==> config.mk <==
export PLATFORM = sky130hd
export DESIGN_NAME = button_debouncer_flat
export DESIGN_NICKNAME = d
export VERILOG_FILES = /design/src/rtl/button_debouncer_pkg.sv /design/src/rtl/button_debouncer_if.sv /design/src/rtl/button_debouncer_channel.sv /design/src/rtl/button_debouncer.sv /design/src/flat_wrapper.sv
export SDC_FILE = /design/constraint.sdc
export NUM_CORES = 1
export LEC_CHECK = 0
export ABC_CLOCK_PERIOD_IN_PS = 4100
export BUFFER_PORTS_ARGS = -buffer_cell sky130_fd_sc_hd__buf_2
export CAP_MARGIN = 25
export CORE_ASPECT_RATIO = 0.75
export CORE_MARGIN = 1
export CORE_UTILIZATION = 45
export DETAILED_ROUTE_END_ITERATION = 12
export PLACE_DENSITY_LB_ADDON = 0.08
export SLEW_MARGIN = 15
export SYNTH_ARGS = -nofsm -noshare
export SYNTH_HDL_FRONTEND = slang
export SYNTH_SLANG_ARGS = --single-unit
==> constraint.sdc <==
create_clock -name Clock -period 4.1 [get_ports Clock]
set_input_delay 0.615 -clock Clock [delete_from_list [all_inputs] [get_ports Clock]]
set_output_delay 0.615 -clock Clock [all_outputs]
set_load 0.005 [all_outputs]
==> src/rtl/button_debouncer_pkg.sv <==
// Shared types and helpers for the panel button debouncer.
//   debounce_state_t : per-channel debounce FSM state (2-bit encoding)
//   calc_max_count   : number of clock cycles that make up one debounce interval
package debounce_pkg;

  typedef enum logic [1:0] {
    Released       = 2'd0,
    PressPending   = 2'd1,
    Held           = 2'd2,
    ReleasePending = 2'd3
  } debounce_state_t;

  function automatic int calc_max_count(input int period_ns, input int interval_ns);
    return interval_ns / period_ns;
  endfunction

endpackage

==> src/rtl/button_debouncer_if.sv <==
// Button bundle between the panel pins and the debouncer.
//   iUp/iDown/iSign : raw active-low button lines (asynchronous, bouncing)
//   oUp/oDown/oSign : debounced active-low levels, idle high
//   oAny            : active-high, set while any debounced output is low
// master = panel/stimulus side, slave = debouncer side.
interface button_debouncer_if;
  logic iUp;
  logic iDown;
  logic iSign;
  logic oUp;
  logic oDown;
  logic oSign;
  logic oAny;

  modport master (
    output iUp, iDown, iSign,
    input  oUp, oDown, oSign, oAny
  );

  modport slave (
    input  iUp, iDown, iSign,
    output oUp, oDown, oSign, oAny
  );
endinterface

==> src/rtl/button_debouncer_channel.sv <==
// One debounce channel: 2-flop synchroniser, stability counter and FSM.
//   clk_i     : system clock, rising edge
//   rst_i     : asynchronous active-high reset
//   raw_n_i   : raw active-low button line
//   clean_n_o : debounced active-low level, registered
//
// state          | meaning
// Released       | output high, synchronised input high
// PressPending   | input seen low, counting stable-low cycles
// Held           | output low, synchronised input low
// ReleasePending | input seen high, counting stable-high cycles
module debounce_channel
  import debounce_pkg::*;
#(
  parameter int MaxCount = 500000
) (
  input  logic clk_i,
  input  logic rst_i,
  input  logic raw_n_i,
  output logic clean_n_o
);

  localparam int CntW = $clog2(MaxCount + 1);
  localparam logic [CntW-1:0] LastCount = CntW'(MaxCount - 1);

  generate
    if (MaxCount < 2) begin : g_bad_max_count
      $fatal(1, "debounce_channel: MaxCount must be at least 2");
    end
  endgenerate

  logic            sync1_q;
  logic            sync2_q;
  debounce_state_t state_q;
  logic [CntW-1:0] cnt_q;
  logic            out_q;
  logic            cnt_last;

  assign cnt_last  = (cnt_q == LastCount);
  assign clean_n_o = out_q;

  // Idle-high reset value keeps a held button from looking like a press
  // until it has crossed both flops after reset release.
  always_ff @(posedge clk_i or posedge rst_i) begin
    if (rst_i) begin
      sync1_q <= 1'b1;
      sync2_q <= 1'b1;
    end else begin
      sync1_q <= raw_n_i;
      sync2_q <= sync1_q;
    end
  end

  // The input check comes before the terminal-count check, so a bounce on
  // the very cycle the count completes still aborts the change.
  always_ff @(posedge clk_i or posedge rst_i) begin
    if (rst_i) begin
      state_q <= Released;
      cnt_q   <= '0;
      out_q   <= 1'b1;
    end else begin
      case (state_q)
        Released: begin
          if (!sync2_q) begin
            state_q <= PressPending;
            cnt_q   <= '0;
          end
        end
        PressPending: begin
          if (sync2_q) begin
            state_q <= Released;
            cnt_q   <= '0;
          end else if (cnt_last) begin
            state_q <= Held;
            out_q   <= 1'b0;
            cnt_q   <= '0;
          end else begin
            cnt_q <= cnt_q + CntW'(1);
          end
        end
        Held: begin
          if (sync2_q) begin
            state_q <= ReleasePending;
            cnt_q   <= '0;
          end
        end
        ReleasePending: begin
          if (!sync2_q) begin
            state_q <= Held;
            cnt_q   <= '0;
          end else if (cnt_last) begin
            state_q <= Released;
            out_q   <= 1'b1;
            cnt_q   <= '0;
          end else begin
            cnt_q <= cnt_q + CntW'(1);
          end
        end
        default: begin
          state_q <= Released;
          cnt_q   <= '0;
          out_q   <= 1'b1;
        end
      endcase
    end
  end

endmodule

==> src/rtl/button_debouncer.sv <==
// Debounces the three panel buttons (Up, Down, Sign) ahead of the pulse /
// auto-repeat generator and flags when any of them is held.
//   Clock : system clock, rising edge
//   Reset : asynchronous active-high reset
//   bus   : button bundle (raw inputs in, debounced outputs and oAny out)
// Parameters: ClockPeriod_ns, DebounceInterval_ns (stability time required).
module button_debouncer
  import debounce_pkg::*;
#(
  parameter int ClockPeriod_ns      = 20,
  parameter int DebounceInterval_ns = 10_000_000
) (
  input  logic                Clock,
  input  logic                Reset,
  button_debouncer_if.slave   bus
);

  localparam int MaxCount = calc_max_count(ClockPeriod_ns, DebounceInterval_ns);

  logic up_n;
  logic down_n;
  logic sign_n;

  debounce_channel #(.MaxCount(MaxCount)) u_up (
    .clk_i     (Clock),
    .rst_i     (Reset),
    .raw_n_i   (bus.iUp),
    .clean_n_o (up_n)
  );

  debounce_channel #(.MaxCount(MaxCount)) u_down (
    .clk_i     (Clock),
    .rst_i     (Reset),
    .raw_n_i   (bus.iDown),
    .clean_n_o (down_n)
  );

  debounce_channel #(.MaxCount(MaxCount)) u_sign (
    .clk_i     (Clock),
    .rst_i     (Reset),
    .raw_n_i   (bus.iSign),
    .clean_n_o (sign_n)
  );

  assign bus.oUp   = up_n;
  assign bus.oDown = down_n;
  assign bus.oSign = sign_n;
  // Built only from registered outputs, so it cannot glitch.
  assign bus.oAny  = ~(up_n & down_n & sign_n);

endmodule

==> src/flat_wrapper.sv <==
// flat-port wrapper written by rule: the top's interface ports become plain ports
module button_debouncer_flat import debounce_pkg::*;
#(
  parameter int ClockPeriod_ns      = 20,
  parameter int DebounceInterval_ns = 10_000_000
)
  (Clock, Reset, bus_iUp, bus_iDown, bus_iSign, bus_oUp, bus_oDown, bus_oSign, bus_oAny);
  button_debouncer_if bus_i ();
  input  logic Clock;
  input  logic Reset;
  input wire logic [$bits(bus_i.iUp)-1:0] bus_iUp;
  input wire logic [$bits(bus_i.iDown)-1:0] bus_iDown;
  input wire logic [$bits(bus_i.iSign)-1:0] bus_iSign;
  output wire logic [$bits(bus_i.oUp)-1:0] bus_oUp;
  output wire logic [$bits(bus_i.oDown)-1:0] bus_oDown;
  output wire logic [$bits(bus_i.oSign)-1:0] bus_oSign;
  output wire logic [$bits(bus_i.oAny)-1:0] bus_oAny;
  assign bus_i.iUp = bus_iUp;
  assign bus_i.iDown = bus_iDown;
  assign bus_i.iSign = bus_iSign;
  assign bus_oUp = bus_i.oUp;
  assign bus_oDown = bus_i.oDown;
  assign bus_oSign = bus_i.oSign;
  assign bus_oAny = bus_i.oAny;
  button_debouncer #(.ClockPeriod_ns(ClockPeriod_ns), .DebounceInterval_ns(DebounceInterval_ns)) u_core (.Clock(Clock), .Reset(Reset), .bus(bus_i));
endmodule
* Word level (Yosys, flattened, before mapping)
Cells that the tools add are included.
Storage, ports and cells: output and inout port bits 4, register bits after elaboration 72, input bits 5
Cells by class: eq/ne operators 36, bitwise gates (word level) 3, mux-type cells 54, $add $sub $neg 3, reduce and logical (&&, ||, !) cells 15
Operators by type and width (number):
- 2-to-1 mux 19 bit | 15
- case mux 19 bit (4 select lines) | 3
- adder 19 x 1 -> 19 bit, second input constant | 3
- == test 19 bit, second input constant | 3
- 2-to-1 mux 2 bit | 18
- != test 2 bit, second input constant | 18
- case mux 2 bit (4 select lines) | 3
- != test 3 bit, second input constant | 6
- AND reduction 5 bit | 3
- == test 2 bit, second input constant | 6
- 2-to-1 mux 1 bit | 12
- AND reduction 4 bit | 3
- == test 2 x 1 -> 1 bit, second input constant | 3
- zero test 2 bit | 3
- case mux 1 bit (2 select lines) | 3
- AND reduction 2 bit | 3
- nonzero test 2 bit | 3
- AND 1 bit | 2
- inverter 1 bit | 1

* Depth between registers and ports, before layout
depth in word-level cells 4, gate-level depth with buffers 7

* Hierarchy
A second synthesis with hierarchy kept.
Second synthesis, totals: cells, all modules 424, area, all modules 3871.2 sq um
By module, submodules not included:
- debounce_channel | seq. area each 604.3 sq um, times used 3, area each 1288.7 sq um, cells each 141
- button_debouncer | seq. area each 0.0 sq um, times used 1, area each 5.0 sq um, cells each 1

* Worst setup path before layout
OpenSTA, ideal clock, no wires.
path type flip-flop to flip-flop, from reg u_core.u_down.cnt_q[0], to reg u_core.u_down.cnt_q[11], data required time 3976 ps, arrival time 1887 ps, buffers on the path 1, clock period less this slack 2011 ps, stages on the path, launching flop included 8, slack 2089 ps, path through dfrtp_1 > ha_1 > nand3_1 > or3_1 > o21a_1 > buf_2 > and3_1 > a211o_1
Between the ends: cells in the longest elaborated chain, start to end 4
Ends and longest elaborated chain:
- from (decl) | RTL line button_debouncer_channel.sv:35 | logic [CntW-1:0] cnt_q;
- from (signal assigned) | RTL line button_debouncer_channel.sv:78 | cnt_q <= cnt_q + CntW'(1);
- from (signal assigned) | RTL line button_debouncer_channel.sv:96 | cnt_q <= cnt_q + CntW'(1);
- adder 19 x 1 -> 19 bit or == test 19 bit (tied branches) | RTL line button_debouncer_channel.sv:78, button_debouncer_channel.sv:96, button_debouncer_channel.sv:39
- 2-to-1 mux 19 bit * | RTL line button_debouncer_channel.sv:73, button_debouncer_channel.sv:91
- 2-to-1 mux 19 bit (on tied branches) | RTL line button_debouncer_channel.sv:88, button_debouncer_channel.sv:70
- case mux 19 bit (4 select lines) * | RTL line button_debouncer_channel.sv:62 | case (state_q)
Every way passes the cells marked *; elsewhere a longest branch is shown, timed or not. A chain may end at the register's enable or synchronous reset.

* Worst setup path after layout
from reg u_core.u_down.cnt_q[0], to reg u_core.u_down.cnt_q[12]
Same word-level chain as after synthesis.

==> flow_summary.yaml <==
placement:
  hpwl_mm: 6.04
  globalplace.congestion: 0.836
  placed_cell_area_sq_mm: 0.00401
  portBuffers: 8
synth:
  yosysWarningCount: 0
  synth.top_cells.by_area: "dfrtp_1 (41%), dfstp_2 (6.1%), nand3_1 (5.0%)"
  syn_inst: 436
  ys.flop_type: "dfrtp_1"
  synth_common_cells: "dfrtp_1 (63), nand2_1 (48), nand3_1 (39), a21oi_1 (31), o21ai_0 (29)"
  synth_fp_nets: 444
  avgSynthCellArea_sq_um: 8.87
  synth_edf_count: 0
  synth_top_cell_by_area: "dfrtp_1"
  async_flop_share_pct: 100
  synth_seq_cells: 72
  syn-cell-area_sq_mm: 0.00387
  yosysSeqAreaShare_pct: 46.9
  yosysTopAreaCellShare_pct: 40.8
  synth.distinct_cells: 54
  synth_most_common_cell: "dfrtp_1"
clock_network:
  cts_buffers: 9
  clock_latency_ps: 330
  cts_resized: 0
  htreeDepth: 3
  cts.path.max_buffers: 2
  clkTransAtPathRegs_ps: 60
  hold_buffers: 0
  cts_sinks: 72
  post-cts-setup-buffers: 0
  cts_tree: "yes"
  cts_root_buf: "clkbuf_16"
power:
  power_frac_comb_pct: 20.9
  p_seq_share_pct: 40.7
  p_clk_share_pct: 38.4
  leakagePower_nw: 1.70
  p_per_area_mw_per_mm2: 468
  internal-power_w: 0.00136
  p_sw_share_pct: 32.6
  peakVddDrop_uv: 306
  switching_power_w: 0.000658
setup_path:
  worstReg2RegEnd: "u_core.u_down.cnt_q[12]"
  worstPathMaxFanout: 16
  worstPathRequired_ps: 4320
  cp-end-kind: "flip-flop"
  reg2reg_depth: 6
  startpoint_type: "flip-flop"
  r2r_slack_ps: 1690
  critical_path_class: "flip-flop to flip-flop"
  worstReg2RegStart: "u_core.u_down.cnt_q[0]"
  worstPathArrival_ps: 2630
final_layout:
  stdcell_area_sq_mm: 0.00431
  multi_input_area_sq_mm: 0.00189
  fillCellCount: 726
  regArea_sq_mm: 0.00181
  syn_to_final_growth_pct: 11.4
  final_nets: 452
  n_antenna_cell: 0
  drive_gt1_share_pct: 10.7
grt:
  antenna_found_initial: 0
  grt_pass1_wl_mm: 14.9
  grtUsageTotal_pct: 21.8
  grt_pass1_vias: 3037
  overflow: 0
  grt_start_max_net_pins: 46
floorplan:
  num_rows: 28
  fp.dieW_um: 109
  io_pins: 9
  core_area_sq_mm: 0.00809
  die_area_sq_mm: 0.00897
  die_height_um: 82.3
  start_util_pct: 47.8
detailed_routing:
  drc_errors: 0
  drt-total-wl_mm: 8.73
  drtIter0Drc: 213
  wire_per_inst_um: 15.8
  viasPerCell: 5.87
  ant_nets: 0
  first_pass_iters: 4
  via_count: 3251
timing:
  hold_viol: 0
  skew_ps: 5.69
  period_share_pct: 58.8
  tightest_slew_ps: 963
  slew_headroom_pct: 35.8
  slew_viol_final: 0
  period_needed_ps: 2410
  setup_viol: 0
  grt_setup_unrepaired: "false"
  tns_ps: 0
  fmax_mhz: 415
worst_hold_path:
  hold_class: "primary input to async pin"
run:
  drv_cap: 0
run_status:
  outcome: "finished, final reports clean"
[cells in the final DEF, fill, tap and decap left out, types with 7 or more instances in the layout]
cell       Yosys  final
dfrtp_1       63     63
nor2_1        23     23
nor4_1        10     10
clkbuf_16      0      9
a21o_1         8      8
or3_1         12     12
nand4_1       15     15
nor3_1        15     15
dfstp_2        9      9
nand3_1       39     39
buf_2          3      8
a21oi_1       31     31
a31oi_1        7      7
o21ai_0       29     29
nand2_1       48     48
and2_1         7      7
inv_1         24     23
[power by group through the flow]
stage               logic [W]  clock network [W]  registers (W)
floorplan            0.000343                  0       0.000802
global placement     0.000408                  0       0.000830
detailed placement   0.000425                  0       0.000831
CTS                  0.000427           0.000802       0.000819
global route         0.000477           0.000827       0.000830
finish               0.000422           0.000776       0.000820
[stage by stage]
step | cells | setup slack (ps) | power (W) | hold WS, ps | utilization [%]
5_1_grt | 554 | 1510 | 0.00213 | 361 | 53.2
4_1_cts | 554 | 1680 | 0.00205 | 357 | 53.2
2_1_floorplan | 436 | 1670 | 0.00115 | 345 | -
3_3_place_gp | 536 | 1770 | 0.00124 | 345 | 49.3
3_5_place_dp | 538 | 1730 | 0.00126 | 351 | 49.6
6_report | 554 | 1690 | 0.00202 | 347 | 53.2
[worst max path at each step]
stage / cells after the start / startpoint / to / slack, ps
floorplan: 1 / Reset / async pin / 1670
global placement: 6 / u_core.u_down.cnt_q[0] / u_core.u_down.cnt_q[12] / 1770
detailed placement: 6 / u_core.u_down.cnt_q[0] / u_core.u_down.cnt_q[12] / 1730
CTS: 6 / u_core.u_down.cnt_q[0] / u_core.u_down.cnt_q[12] / 1680
global route: 6 / u_core.u_sign.cnt_q[0] / u_core.u_sign.cnt_q[6] / 1510
finish: 6 / u_core.u_down.cnt_q[0] / u_core.u_down.cnt_q[12] / 1690
[cell type report]
cell class	instances	share of cell area (%)
multi-input combinational	324	43.9
inverter	24	2.09
tap	105	3.05
clock buffer	9	5.23
sequential	72	42.1
timing repair buffer	13	1.98
clock inverter	7	1.68
[critical path: stages, from the launching register on]
cell and delay, ps:
dfrtp_1 400, ha_1 210, nand3_1 240, or3_1 470, o21ai_2 550, o22ai_1 180, a22o_1 250
[routing by layer]
layer	wire length (um)	track usage [%]	vias up
li1	-	-	1621
met1	4680	32.5	1545
met5	0	0	-
met4	53	6.89	0
met3	493	5.65	5
met2	3500	30.6	80
[flip-flops by register name, summed over array words and instances, names as in the netlist, named ones only]
signal and cells:
u_core.u_down.cnt_q 19, u_core.u_down.clean_n_o 1, u_core.u_up.sync2_q 1, u_core.u_down.sync1_q 1, u_core.u_sign.clean_n_o 1, u_core.u_down.state_q 1, u_core.u_sign.state_q 1, u_core.u_up.state_q 1
u_core.u_up.clean_n_o 1, u_core.u_sign.sync2_q 1, u_core.u_sign.cnt_q 19, u_core.u_up.cnt_q 19, u_core.u_up.sync1_q 1, u_core.u_sign.sync1_q 1, u_core.u_down.sync2_q 1
[cell families (layout without fill, tap and decap cells)]
family          after synthesis  after routing  share of synthesized area, %
compound gates              103            103                          16.3
mux                           6              6                          1.59
flops                        72             72                          46.9
simple gates                204            204                          28.3
fa+ha+maj                     3              3                         0.971
xor+xnor                      8              8                          1.81
buf+inv                      40             53                          4.21
Note: power is estimated with default switching activity, not from simulation.
